File: src/rtl/jogo_pkg.sv
// Shared definitions for the game-round controller: state codes, the
// pattern width and the default pattern table used by pattern_rom.
package jogo_pkg;

  localparam int PADRAO_W  = 28;
  localparam int N_PADROES = 8;

  localparam logic [2:0] EST_IDLE    = 3'd0;
  localparam logic [2:0] EST_CARREGA = 3'd1;
  localparam logic [2:0] EST_ESPERA  = 3'd2;
  localparam logic [2:0] EST_AVALIA  = 3'd3;
  localparam logic [2:0] EST_FIM     = 3'd4;

  typedef enum logic [2:0] {
    IDLE    = EST_IDLE,
    CARREGA = EST_CARREGA,
    ESPERA  = EST_ESPERA,
    AVALIA  = EST_AVALIA,
    FIM     = EST_FIM
  } estado_t;

  localparam logic [PADRAO_W-1:0] PADRAO_0 = 28'h1234567;
  localparam logic [PADRAO_W-1:0] PADRAO_1 = 28'h7654321;
  localparam logic [PADRAO_W-1:0] PADRAO_2 = 28'h0ABCDEF;
  localparam logic [PADRAO_W-1:0] PADRAO_3 = 28'h0F0F0F0;
  localparam logic [PADRAO_W-1:0] PADRAO_4 = 28'h5A5A5A5;
  localparam logic [PADRAO_W-1:0] PADRAO_5 = 28'hA5A5A5A;
  localparam logic [PADRAO_W-1:0] PADRAO_6 = 28'h3C3C3C3;
  localparam logic [PADRAO_W-1:0] PADRAO_7 = 28'hFEDCBA9;

  // Table lookup; indices past the table wrap so any round count is legal.
  function automatic logic [PADRAO_W-1:0] padrao_default(input int unsigned idx);
    logic [PADRAO_W-1:0] word;
    case (idx % N_PADROES)
      0:       word = PADRAO_0;
      1:       word = PADRAO_1;
      2:       word = PADRAO_2;
      3:       word = PADRAO_3;
      4:       word = PADRAO_4;
      5:       word = PADRAO_5;
      6:       word = PADRAO_6;
      default: word = PADRAO_7;
    endcase
    return word;
  endfunction

endpackage

File: src/rtl/pattern_rom.sv
// Combinational pattern ROM: one 28-bit expected play per round index,
// with contents taken from the default table in jogo_pkg.
module pattern_rom
  import jogo_pkg::*;
#(
  parameter int N_RODADAS = 8,
  localparam int W_IDX = (N_RODADAS > 1) ? $clog2(N_RODADAS) : 1
) (
  input  logic [W_IDX-1:0]    index_i,
  output logic [PADRAO_W-1:0] word_o
);

  // Pure table lookup, no state.
  always_comb begin
    word_o = padrao_default(32'(index_i));
  end

endmodule

File: src/rtl/round_sequencer.sv
// Game-round controller: walks the play analyser through a match, loading
// the pattern for each round, tallying score and lives, declaring win/loss.
// Optional per-round timeout enabled by defining ROUND_SEQUENCER_TIMEOUT_EN.
module round_sequencer
  import jogo_pkg::*;
#(
  parameter int N_RODADAS      = 8,
  parameter int VIDAS_INI      = 3,
  parameter int W_PONTOS       = 8,
  parameter int TIMEOUT_CICLOS = 50000000,
  localparam int W_ROD = $clog2(N_RODADAS),
  localparam int W_VID = $clog2(VIDAS_INI + 1)
) (
  input  logic                clock,
  input  logic                reset,
  input  logic                iniciar,
  input  logic                pronto_comparacao,
  input  logic                acertou,
  output logic [PADRAO_W-1:0] expected,
  output logic [W_ROD-1:0]    rodada,
  output logic [W_PONTOS-1:0] pontos,
  output logic [W_VID-1:0]    vidas,
  output logic                jogando,
  output logic                fim_jogo,
  output logic                ganhou,
  output logic                estourou,
  output logic [2:0]          db_estado
);

  // Reject parameter sets the controller cannot represent.
  if (N_RODADAS < 2 || VIDAS_INI < 1 || W_PONTOS < 1 || TIMEOUT_CICLOS < 2) begin : g_param_check
    $error("round_sequencer: illegal parameter set");
  end

  localparam logic [W_ROD-1:0] ULTIMA_RODADA = W_ROD'(N_RODADAS - 1);
  localparam logic [W_VID-1:0] VIDAS_CARGA   = W_VID'(VIDAS_INI);

  estado_t             estado_q;
  logic [PADRAO_W-1:0] expected_q;
  logic [W_ROD-1:0]    rodada_q;
  logic [W_PONTOS-1:0] pontos_q;
  logic [W_VID-1:0]    vidas_q;
  logic                jogando_q;
  logic                fim_jogo_q;
  logic                ganhou_q;
  logic                hit_q;
  logic [W_PONTOS-1:0] pontos_d;
  logic [PADRAO_W-1:0] rom_word;

`ifdef ROUND_SEQUENCER_TIMEOUT_EN
  localparam int TIMER_W = $clog2(TIMEOUT_CICLOS);
  localparam logic [TIMER_W-1:0] TIMER_MAX = TIMER_W'(TIMEOUT_CICLOS - 1);
  logic [TIMER_W-1:0] timer_q;
  logic               estourou_q;
`endif

  pattern_rom #(
    .N_RODADAS(N_RODADAS)
  ) u_rom (
    .index_i(rodada_q),
    .word_o (rom_word)
  );

  // Score increment saturates at all-ones instead of wrapping.
  assign pontos_d = (&pontos_q) ? pontos_q : pontos_q + 1'b1;

  // Match FSM; all outputs are registered alongside the state.
  always_ff @(posedge clock) begin
    if (reset) begin
      estado_q   <= IDLE;
      expected_q <= '0;
      rodada_q   <= '0;
      pontos_q   <= '0;
      vidas_q    <= '0;
      jogando_q  <= 1'b0;
      fim_jogo_q <= 1'b0;
      ganhou_q   <= 1'b0;
      hit_q      <= 1'b0;
`ifdef ROUND_SEQUENCER_TIMEOUT_EN
      timer_q    <= '0;
      estourou_q <= 1'b0;
`endif
    end else begin
`ifdef ROUND_SEQUENCER_TIMEOUT_EN
      estourou_q <= 1'b0;
`endif
      case (estado_q)
        IDLE, FIM: begin
          if (iniciar) begin
            rodada_q   <= '0;
            pontos_q   <= '0;
            vidas_q    <= VIDAS_CARGA;
            ganhou_q   <= 1'b0;
            fim_jogo_q <= 1'b0;
            estado_q   <= CARREGA;
          end
        end
        CARREGA: begin
          expected_q <= rom_word;
`ifdef ROUND_SEQUENCER_TIMEOUT_EN
          timer_q    <= '0;
`endif
          jogando_q  <= 1'b1;
          estado_q   <= ESPERA;
        end
        ESPERA: begin
          if (pronto_comparacao) begin
            hit_q     <= acertou;
            jogando_q <= 1'b0;
            estado_q  <= AVALIA;
          end
`ifdef ROUND_SEQUENCER_TIMEOUT_EN
          else if (timer_q == TIMER_MAX) begin
            hit_q      <= 1'b0;
            estourou_q <= 1'b1;
            jogando_q  <= 1'b0;
            estado_q   <= AVALIA;
          end else begin
            timer_q <= timer_q + 1'b1;
          end
`endif
        end
        AVALIA: begin
          if (hit_q) begin
            pontos_q <= pontos_d;
            if (rodada_q == ULTIMA_RODADA) begin
              ganhou_q   <= 1'b1;
              fim_jogo_q <= 1'b1;
              estado_q   <= FIM;
            end else begin
              rodada_q <= rodada_q + 1'b1;
              estado_q <= CARREGA;
            end
          end else begin
            vidas_q <= vidas_q - 1'b1;
            if (vidas_q == W_VID'(1)) begin
              ganhou_q   <= 1'b0;
              fim_jogo_q <= 1'b1;
              estado_q   <= FIM;
            end else begin
              estado_q <= CARREGA;
            end
          end
        end
        default: begin
          estado_q <= IDLE;
        end
      endcase
    end
  end

  assign expected  = expected_q;
  assign rodada    = rodada_q;
  assign pontos    = pontos_q;
  assign vidas     = vidas_q;
  assign jogando   = jogando_q;
  assign fim_jogo  = fim_jogo_q;
  assign ganhou    = ganhou_q;
  assign db_estado = estado_q;
`ifdef ROUND_SEQUENCER_TIMEOUT_EN
  assign estourou  = estourou_q;
`else
  assign estourou  = 1'b0;
`endif

endmodule

File: config.mk
export PLATFORM = sky130hd
export DESIGN_NAME = round_sequencer
export DESIGN_NICKNAME = d
export VERILOG_FILES = /design/src/rtl/jogo_pkg.sv /design/src/rtl/pattern_rom.sv /design/src/rtl/round_sequencer.sv
export SDC_FILE = /design/constraint.sdc
export NUM_CORES = 1
export LEC_CHECK = 0
export ABC_AREA = 1
export BUFFER_PORTS_ARGS = -buffer_cell sky130_fd_sc_hd__buf_2
export CAP_MARGIN = 15
export CORE_MARGIN = 3
export CORE_UTILIZATION = 51
export CTS_BUF_LIST = sky130_fd_sc_hd__clkbuf_16
export CTS_CLUSTER_DIAMETER = 150
export DETAILED_ROUTE_END_ITERATION = 6
export PLACE_DENSITY = 0.78
export REMOVE_ABC_BUFFERS = 1
export SLEW_MARGIN = 20
export SYNTH_ARGS = -nofsm -noshare
export SYNTH_HDL_FRONTEND = slang
export SYNTH_SLANG_ARGS = --single-unit
export TNS_END_PERCENT = 5
File: constraint.sdc
create_clock -name clock -period 1.7 [get_ports clock]
set_clock_uncertainty 0.1 [all_clocks]
set_input_delay 0.085 -clock clock [delete_from_list [all_inputs] [get_ports clock]]
set_output_delay 0.085 -clock clock [all_outputs]
set_load 0.02 [all_outputs]
==> results.tsv <==
metric	value	unit
status	finished, final reports clean	
dieArea	4440	µm²
routed_wl	4050	µm
cp.arrival	1.63	ns
hold_class	input pin to flip-flop	
port_buffers	51	
synth_seq_cells	35	
min_period	1.57	ns
coreArea	3440	µm²
fin_tns_setup	0	ns
rows	21	
initial_core_util	54.5	%
grt_pass1_vias	1576	
synth.top_cell.area_share	37.3	%
multi_input_area	921	µm²
syn_avg_cell_area	6.95	µm²
finalPower	2.85	mW
seq_area_frac_synth	37.3	%
cts_setup_buffers	0	
cts.sinks	35	
fmax	0.636	GHz
yosysTopAreaCell	dfxtp_1	
syn_inst	270	
hold_violations	0	
clk_path_buf_depth	2	
dp_hpwl	2910	µm
final_layout_size_suffix_gt1_share	27.2	%
register_area	704	µm²
slew_viol_final	0	
ys_top_cells_by_area	dfxtp_1 (37%), nand2_1 (13%), buf_4 (5.6%), o21ai_0 (5.6%), ha_1 (5.3%)	
crit_chain	buf_4 > ha_1 > inv_1 > nand2_1 > nor2_1 > nand2_1 > nand2_1 > inv_2 > nand2_1 > a21oi_1	
start_kind	flip-flop	
drtPass1Iterations	5	
via_per_inst	5.11	
area_growth	19.5	%
cts_max_level	2	
async_reset_ff_share	0	%
slowest_delay	0.34	ns
insertion_delay	0.27	ns
fin_nets	326	
clockRootBuffer	clkbuf_16	
worst-path-max-fanout	6	
routabilityCongestion	0.856	
ant_nets	0	
max-vdd-ir-drop	0.634	mV
drt_first_iter_violations	138	
grt.overflow.total	0	
required	1.76	ns
place_area	2090	µm²
yosys_warnings	0	
fin_area	2240	µm²
grt_max_degree	21	
cap_violations	0	
die_y	66.7	µm
antenna_found_initial	0	
synth.distinct_cells	25	
die_w	66.7	µm
nFillCells	319	
finalSetupViolCount	0	
powerDensity	1270	nW/µm²
clk_pin_slew	0.05	ns
insertedDiodeCount	0	
leakage	1.05	nW
worst_pin_slew	0.552	ns
cp_common_cell	nand2_1	
crit_path_end_kind	flip-flop	
syn_area	1880	µm²
synth_edf_count	0	
synthFlopType	dfxtp_1	
critPathKind	flip-flop to flip-flop	
drc	0	
cp_slowest_cell	dfxtp_2	
cts_tree	done	
grt_first_pass_wirelength	6810	µm
grt_use_total	20.1	%
top_level_ports	53	
via_count	1833	
cts_buffers	5	
finalCritPeriodShare	92.5	%
post_drt_wl_per_cell	11.3	µm
max_slew_margin	63.2	%
rsz0062_at_grt	false	
-- per-stage QoR --
step / worst slack, ns / utilization, % / std cells / hold WS [ns]
CTS: 0.0493 / 64.9 / 359 / 0.0413
global placement: 0.117 / 60.7 / 351 / 0.271
global route: 0.000704 / 65.2 / 359 / 0.0670
detailed placement: 0.0815 / 60.7 / 351 / 0.274
floorplan: 0.0635 / - / 247 / 0.0541
finish: 0.128 / 65.2 / 359 / 0.0512
-- routing by layer --
metal	GRT usage (%)	share of wire [%]	vias to the layer above
li1	-	-	943
met1	24.9	45	827
met2	32.3	47	58
met3	7.25	6.9	5
met4	5.84	0.67	0
met5	0	0	-
-- worst paths after layout --
check                           cells after the start  slack, ns                   endpoint                    from
worst max-delay path                               10       0.13   expected[6]$_SDFFE_PP0N_  rodada[0]$_SDFFE_PP0P_
worst max register to register                     10       0.13   expected[6]$_SDFFE_PP0N_  rodada[0]$_SDFFE_PP0P_
worst min register to register                      2       0.36       jogando$_SDFFE_PP0P_    jogando$_SDFFE_PP0P_
worst min-delay path                                4       0.05  db_estado[2]$_SDFFE_PP0P_       pronto_comparacao
-- report_power, final --
part           internal, mW  switching [mW]  total [mW]  leakage (nW)
logic                 0.314           0.634       0.947         0.698
clock network         0.525           0.306       0.831        0.0671
registers             0.963           0.106        1.07         0.288
-- Yosys cell counts, types with 6 or more instances --
master,instances
nand2_1,66
dfxtp_1,35
inv_1,26
nor2_1,22
o21ai_0,21
a21oi_1,19
nand3_1,16
buf_4,14
ha_1,8
a31oi_1,6
nor2_2,6
-- cells in the final DEF (no fill, tap or decap), drive strengths merged --
cell type	count
nand4	3
o22ai	1
conb	1
nor2	30
o21bai	2
clkinv	2
nand2	70
a21oi	19
nand3	17
a31oi	6
o21a	1
clkbuf	5
nor4	1
dfxtp	35
nor3	3
dlygate4sd3	1
buf	58
o21ai	21
inv	29
ha	8
-- flip-flops by register name, summed over array words and instances (netlist names) --
name,count
jogando,1
rodada,3
vidas,2
expected,15
hit_q,1
pontos,8
ganhou,1
fim_jogo,1
db_estado,3
-- logic make-up (layout without fill, tap and decap cells) --
kind of cell | count (synthesis) | count (layout) | synth area share [%]
other | 1 | 1 | 0.200
AOI/OAI and AO/OA | 50 | 50 | 14.2
DFF | 35 | 35 | 37.3
buffers and inverters | 52 | 95 | 13.9
and+or+nand+nor | 124 | 124 | 29.1
adders and majority gates | 8 | 8 | 5.33
-- timing repair --
item / 4_1_cts / 5_1_grt
hold buffers: 1 / 0
endpoints found under the setup margin: 0 / 18
hold endpoints to repair: 1 / 0
gates resized for setup: 0 / 5
-- critical path, delay by kind of cell, from the launching register on --
| family | cells | cell delay [ns] |
|---|---|---|
| buffers and inverters | 3 | 0.28 |
| adders and majority gates | 1 | 0.20 |
| DFF | 1 | 0.34 |
| AOI/OAI and AO/OA | 1 | 0.07 |
| and+or+nand+nor | 5 | 0.47 |
-- layout make-up --
| type | count | area share (%) |
|---|---|---|
| Tap cell | 46 | 2.57 |
| Inverter | 29 | 4.85 |
| Sequential cell | 35 | 31.4 |
| Timing Repair Buffer | 59 | 14.2 |
| Clock inverter | 2 | 0.390 |
| Clock buffer | 5 | 5.58 |
| Multi-Input combinational cell | 183 | 41.0 |
Power figures use the tool's default switching activity.
